**config.mk**
```make
export PLATFORM = sky130hd
export DESIGN_NAME = rr_arbiter
export DESIGN_NICKNAME = d
export VERILOG_FILES = /design/src/rtl/arb_pkg.sv /design/src/rtl/arb_rr_pick.sv /design/src/rtl/rr_arbiter.sv
export SDC_FILE = /design/constraint.sdc
export NUM_CORES = 1
export LEC_CHECK = 0
export CAP_MARGIN = 20
export CELL_PAD_IN_SITES_DETAIL_PLACEMENT = 0
export CELL_PAD_IN_SITES_GLOBAL_PLACEMENT = 2
export CORE_ASPECT_RATIO = 0.9
export CORE_MARGIN = 4
export CORE_UTILIZATION = 30
export CTS_CLUSTER_DIAMETER = 60
export DETAILED_ROUTE_END_ITERATION = 16
export DONT_BUFFER_PORTS = 1
export GPL_TIMING_DRIVEN = 1
export PLACE_DENSITY = 0.75
export SETUP_SLACK_MARGIN = 0.15
export SLEW_MARGIN = 5
export SYNTH_ARGS = -nofsm -noshare
export SYNTH_HDL_FRONTEND = slang
export SYNTH_SLANG_ARGS = --single-unit
export TNS_END_PERCENT = 20
```
**constraint.sdc**
```tcl
create_clock -name clock -period 1.29 [get_ports clock]
set_input_delay 0.0645 -clock clock [delete_from_list [all_inputs] [get_ports clock]]
set_output_delay 0.0645 -clock clock [all_outputs]
set_load 0.01 [all_outputs]
```
**src/rtl/arb_pkg.sv**
```systemverilog
// Shared definitions for the rr_arbiter slice: policy constants, FSM state
// encoding and a one-hot to binary index helper.
package arb_pkg;

   localparam int ARB_MODE_RR    = 0;
   localparam int ARB_MODE_FIXED = 1;

   typedef enum logic {
      ARB_IDLE  = 1'b0,
      ARB_GRANT = 1'b1
   } arb_state_e;

   // Input is expected to be zero or one-hot; zero encodes to index 0.
   function automatic int unsigned arb_onehot2bin(input logic [31:0] onehot);
      int unsigned idx;
      idx = 0;
      for (int i = 0; i < 32; i++) begin
         if (onehot[i]) idx = idx | unsigned'(i);
      end
      return idx;
   endfunction

endpackage

```
**src/rtl/arb_rr_pick.sv**
```systemverilog
// Combinational round-robin picker: rotate the candidate vector so ptr sits at
// bit 0, isolate the lowest set bit, then rotate the one-hot back into place.
module arb_rr_pick
   import arb_pkg::*;
#(
   parameter int N   = 4,
   parameter int IDW = $clog2(N)
) (
   input  logic [N-1:0]   req,
   input  logic [IDW-1:0] ptr,
   input  logic [N-1:0]   excl,
   output logic [N-1:0]   win,
   output logic           found
);

   logic [N-1:0]   cand;
   logic [N-1:0]   rot;
   logic [N-1:0]   rot_oh;
   logic [2*N-1:0] cand_dbl;
   logic [2*N-1:0] oh_dbl;

   assign cand     = req & ~excl;
   assign cand_dbl = {cand, cand};
   assign rot      = N'(cand_dbl >> ptr);

   // Two's-complement trick keeps only the lowest set bit.
   assign rot_oh   = rot & (~rot + N'(1));

   // Shifting the doubled one-hot left by ptr and keeping the upper half
   // undoes the rotation, including the wrap past N-1.
   assign oh_dbl   = {rot_oh, rot_oh} << ptr;
   assign win      = N'(oh_dbl >> N);
   assign found    = |cand;

endmodule

```
**src/rtl/rr_arbiter.sv**
```systemverilog
// N-way round-robin / fixed-priority arbiter with locked, registered one-hot
// grants. Define ARB_GRANT_TIMEOUT_EN to bound how long one owner may hold.
module rr_arbiter
   import arb_pkg::*;
#(
   parameter int N        = 4,
   parameter int MODE     = ARB_MODE_RR,
   parameter int IDW      = $clog2(N),
   parameter int MAX_HOLD = 16
) (
   input  logic           clock,
   input  logic           reset_n,
   input  logic [N-1:0]   req,
   output logic [N-1:0]   gnt,
   output logic           gnt_valid,
   output logic [IDW-1:0] gnt_id
);

   if (N < 2 || N > 32) begin : g_bad_n
      $error("rr_arbiter: N must lie in 2..32");
   end
   if (MAX_HOLD < 2 || MAX_HOLD > 255) begin : g_bad_max_hold
      $error("rr_arbiter: MAX_HOLD must lie in 2..255");
   end

   arb_state_e     state_q, state_d;
   logic [N-1:0]   gnt_q, gnt_d;
   logic [IDW-1:0] ptr_q, ptr_d;

   logic [N-1:0]   pick_win;
   logic [IDW-1:0] pick_ptr;
   logic [IDW-1:0] win_idx;
   logic           pick_found;
   logic           owner_req;
   logic           others_req;
   logic           hold_expired;
   logic           do_pick;

   assign owner_req  = |(req & gnt_q);
   assign others_req = |(req & ~gnt_q);
   assign pick_ptr   = (MODE == ARB_MODE_RR) ? ptr_q : '0;

   // Excluding the current owner only matters on a forced hand-over; on a
   // normal release its request is already low.
   arb_rr_pick #(
      .N   (N),
      .IDW (IDW)
   ) u_pick (
      .req   (req),
      .ptr   (pick_ptr),
      .excl  (gnt_q),
      .win   (pick_win),
      .found (pick_found)
   );

   assign win_idx = IDW'(arb_onehot2bin(32'(pick_win)));

`ifdef ARB_GRANT_TIMEOUT_EN
   localparam logic [7:0] HOLD_LAST = 8'(MAX_HOLD - 1);

   logic [7:0] hold_q, hold_d;

   assign hold_expired = owner_req && others_req && (hold_q == HOLD_LAST);

   // Counter parks at HOLD_LAST so a late competitor triggers hand-over at once.
   always_comb begin
      hold_d = hold_q;
      if (do_pick && pick_found) begin
         hold_d = '0;
      end else if (owner_req && (hold_q != HOLD_LAST)) begin
         hold_d = hold_q + 8'd1;
      end
   end

   always_ff @(posedge clock or negedge reset_n) begin
      if (!reset_n) begin
         hold_q <= '0;
      end else begin
         hold_q <= hold_d;
      end
   end
`else
   assign hold_expired = 1'b0;
`endif

   always_comb begin
      state_d = state_q;
      gnt_d   = gnt_q;
      ptr_d   = ptr_q;
      do_pick = 1'b0;

      case (state_q)
         ARB_IDLE:  do_pick = |req;
         ARB_GRANT: do_pick = !owner_req || hold_expired;
         default:   do_pick = 1'b0;
      endcase

      if (do_pick) begin
         if (pick_found) begin
            gnt_d   = pick_win;
            state_d = ARB_GRANT;
            if (MODE == ARB_MODE_RR) begin
               ptr_d = (win_idx == IDW'(N - 1)) ? '0 : win_idx + IDW'(1);
            end
         end else begin
            gnt_d   = '0;
            state_d = ARB_IDLE;
         end
      end
   end

   always_ff @(posedge clock or negedge reset_n) begin
      if (!reset_n) begin
         state_q <= ARB_IDLE;
         gnt_q   <= '0;
         ptr_q   <= '0;
      end else begin
         state_q <= state_d;
         gnt_q   <= gnt_d;
         ptr_q   <= ptr_d;
      end
   end

   assign gnt       = gnt_q;
   assign gnt_valid = |gnt_q;
   assign gnt_id    = IDW'(arb_onehot2bin(32'(gnt_q)));

endmodule

```
==> metrics <==
Post-Synthesis Cells=61; via/cell ratio=5.82; Num Clock Sinks=7; first-pass GRT wire length=2.75 mm; setup TNS=-1.02 ns; WS Path Type=flop to output port; Synth area leaders=dfrtp_1 33%, o21ai_0 5.6%, nand2b_1 4.7%; sequential area share after synthesis=0.326; flops & latches, synth=7; root buf cell=clkbuf_4; CTS tree=built; max-slew violations=0; initial core utilization=0.319; grt peak-use layer=met2; vias in the first global route=638; yosys warns=0; startpoint types=flop; Avg Cell Area, Syn=8.80 µm²; core box area=0.00168 mm²; post-synth top area cell=dfrtp_1; minimum clock period=1.47 ns; GRT Util Overall=0.158; Hold WC Path Type=primary input to flop; status=finished with violations; # setup viols final=8; Post-Syn Nets=67; Pwr Density=2250 mW/mm²; IO Count=13; Max Clock Skew=0.00235 ns; sequential share of power=0.202; Gate power share=0.685; Overflow after GRT=0; number of max-cap violations=0; Die W=52.6 µm; PortBufs=0; Pint=1.13 mW; DR iter-0 viols=15; largest net degree at the start of global routing=8; final WL=1.81 mm; RSZ-0062 raised after global routing=yes; CTS max path bufs=2; routed len/inst=16.6 µm; CP Capture Type=output port; Vias=634; Req. time, crit path=1.23 ns; Layout area overhead=61.1%; crit share post-route=1.14; row cnt=14; fillcell total=145; Clock power frac=0.113; library cells used by synthesis=34; WP data arrival=1.41 ns; Antenna Cells=0; Routed Antenna Nets=0; H-tree levels=1; met3 Usage GRT=0.0550; share of post-route cells with drive strength above 1=0.506; Worst Setup Slack post-DPL=-0.0534 ns; post-synthesis cell area=537 µm²; Die H=48.1 µm; max_slew headroom=0.800; die area=0.00253 mm²; switching portion of total power=0.419; total CTS buffers=3; Final nets=92; initial antenna violation count=0; met1 usage=0.170; routability cong.=0.808; DR pass1 iterations=4; worst hold path depth=2; Worst Setup Slack, final=-0.185 ns; Final Cell Area=865 µm²; Worst Tran Pin Value=0.299 ns; top cell type's share of synthesized area=0.326; fmax=0.678 GHz; final hold violation count=0; switching power=0.814 mW; Post-DP Area=676 µm²; Worst-path clk slew=0.06 ns; leakage=0.370 nW; worst r2r path cells=6; Peak VDD IR=0.000994 V; critical-path maximum fanout=3; met2 Use GR=0.252; failing checks=setup timing; DRC Markers=0; Final HPWL DP=1.24 mm; Clk Latency, worst-skew pair=0.27 ns
## repair_timing
| item | CTS | global route |
|---|---|---|
| pin swaps | 9 | 2 |
| setup buffers | 2 | 3 |
| endpoints found under the hold margin | 8 | 0 |
| hold buffers | 2 | 0 |
| gates cloned | 0 | 0 |
| resized for setup | 18 | 5 |
| setup endpoints to repair | 10 | 10 |
## routing by layer
layer	wire, µm	share of wire
met1	753	0.42
met2	815	0.45
met3	158	0.087
met4	80	0.044
met5	0	0
## sequential cells by signal (all words and copies together) (netlist names)
name,cells
gnt,4
pick_ptr,2
state_q,1
## through the flow
step	hold slack (ns)	util	power, mW	cells
after floorplan	-0.231	-	1.00	61
after global placement	-0.231	0.402	1.37	98
after detailed placement	-0.231	0.402	1.36	98
after CTS	0.0135	0.483	1.78	106
after global routing	0.0000781	0.514	2.06	109
final	0.00219	0.514	1.94	109
## kinds of logic after synthesis
| logic type | share of synthesized area |
|---|---|
| simple gates | 0.282 |
| compound gates | 0.375 |
| flops | 0.326 |
| buf+inv | 0.0163 |
## cell usage in the layout, fill, tap and decap left out, types with 2 or more instances in the layout
| master | netlist | routed |
|---|---|---|
| nand2b_1 | 4 | 2 |
| nor2_1 | 3 | 3 |
| a21oi_1 | 3 | 3 |
| o21ai_1 | 3 | 4 |
| clkbuf_4 | 0 | 3 |
| buf_4 | 0 | 13 |
| o31ai_2 | 1 | 2 |
| a21o_1 | 2 | 2 |
| or2_4 | 0 | 2 |
| nand2b_4 | 0 | 2 |
| dlygate4sd3_1 | 0 | 2 |
| nand2_1 | 2 | 2 |
| o21ai_4 | 1 | 2 |
| o21ai_0 | 6 | 4 |
| dfrtp_1 | 7 | 6 |
| a22o_4 | 0 | 2 |
| nor2b_2 | 0 | 2 |
| buf_6 | 0 | 6 |
## final cells by class
class                      instances  area, µm²  area share
sequential                         7        176       0.204
clock buffer                       4       26.3      0.0304
timing repair buffer              21        185       0.214
inverter                           1       3.75     0.00434
multi-input combinational         52        443       0.512
tap                               24       30.0      0.0347
## cell usage after synthesis
| cell | instances |
|---|---|
| nor4_1 | 1 |
| and2b_1 | 1 |
| nand2b_1 | 4 |
| o31ai_1 | 1 |
| a41oi_1 | 1 |
| a21o_1 | 2 |
| o21ai_1 | 3 |
| a22o_1 | 2 |
| a22oi_1 | 1 |
| dfrtp_1 | 7 |
| or3_1 | 1 |
| o21ai_0 | 6 |
| nor2_1 | 3 |
| nand2_1 | 2 |
| o22ai_1 | 1 |
| a21oi_1 | 3 |
| nor2b_1 | 3 |
| buf_2 | 1 |
| nand3_1 | 1 |
| o2bb2ai_1 | 2 |
| inv_1 | 1 |
| o31ai_2 | 1 |
| o21a_1 | 1 |
| and3_1 | 1 |
| nand4_1 | 1 |
| or2_2 | 2 |
| a32oi_1 | 1 |
| a211oi_1 | 1 |
| or4_4 | 1 |
| nand3b_1 | 1 |
| o21ai_4 | 1 |
| nand2_4 | 1 |
| or3b_1 | 1 |
| o21ai_2 | 1 |
## power by group through the flow
stage	registers (mW)	clock network (mW)	logic [mW]
2_1_floorplan	0.406	0	0.596
3_3_place_gp	0.398	0	0.975
3_5_place_dp	0.390	0	0.968
4_1_cts	0.384	0.219	1.17
5_1_grt	0.402	0.236	1.42
6_report	0.392	0.219	1.33
## critical path: stages (launching register included)
cell,delay [ns]
dfrtp_1,0.39
buf_6,0.14
or2_4,0.24
or3_4,0.38
## worst paths after layout
check	end	startpoint	slack, ns
worst max-delay path	gnt_valid	gnt[1]	-0.18
worst min-delay path	gnt[2]	req[2]	0.002
worst max register to register	gnt[3]	gnt[3]	-0.16
worst min register to register	gnt[1]	gnt[1]	0.63
max in group asynchronous	gnt[2]	reset_n	0.93
min in group asynchronous	pick_ptr[0]	reset_n	0.11
No activity file was read; power rests on OpenSTA's default activity.
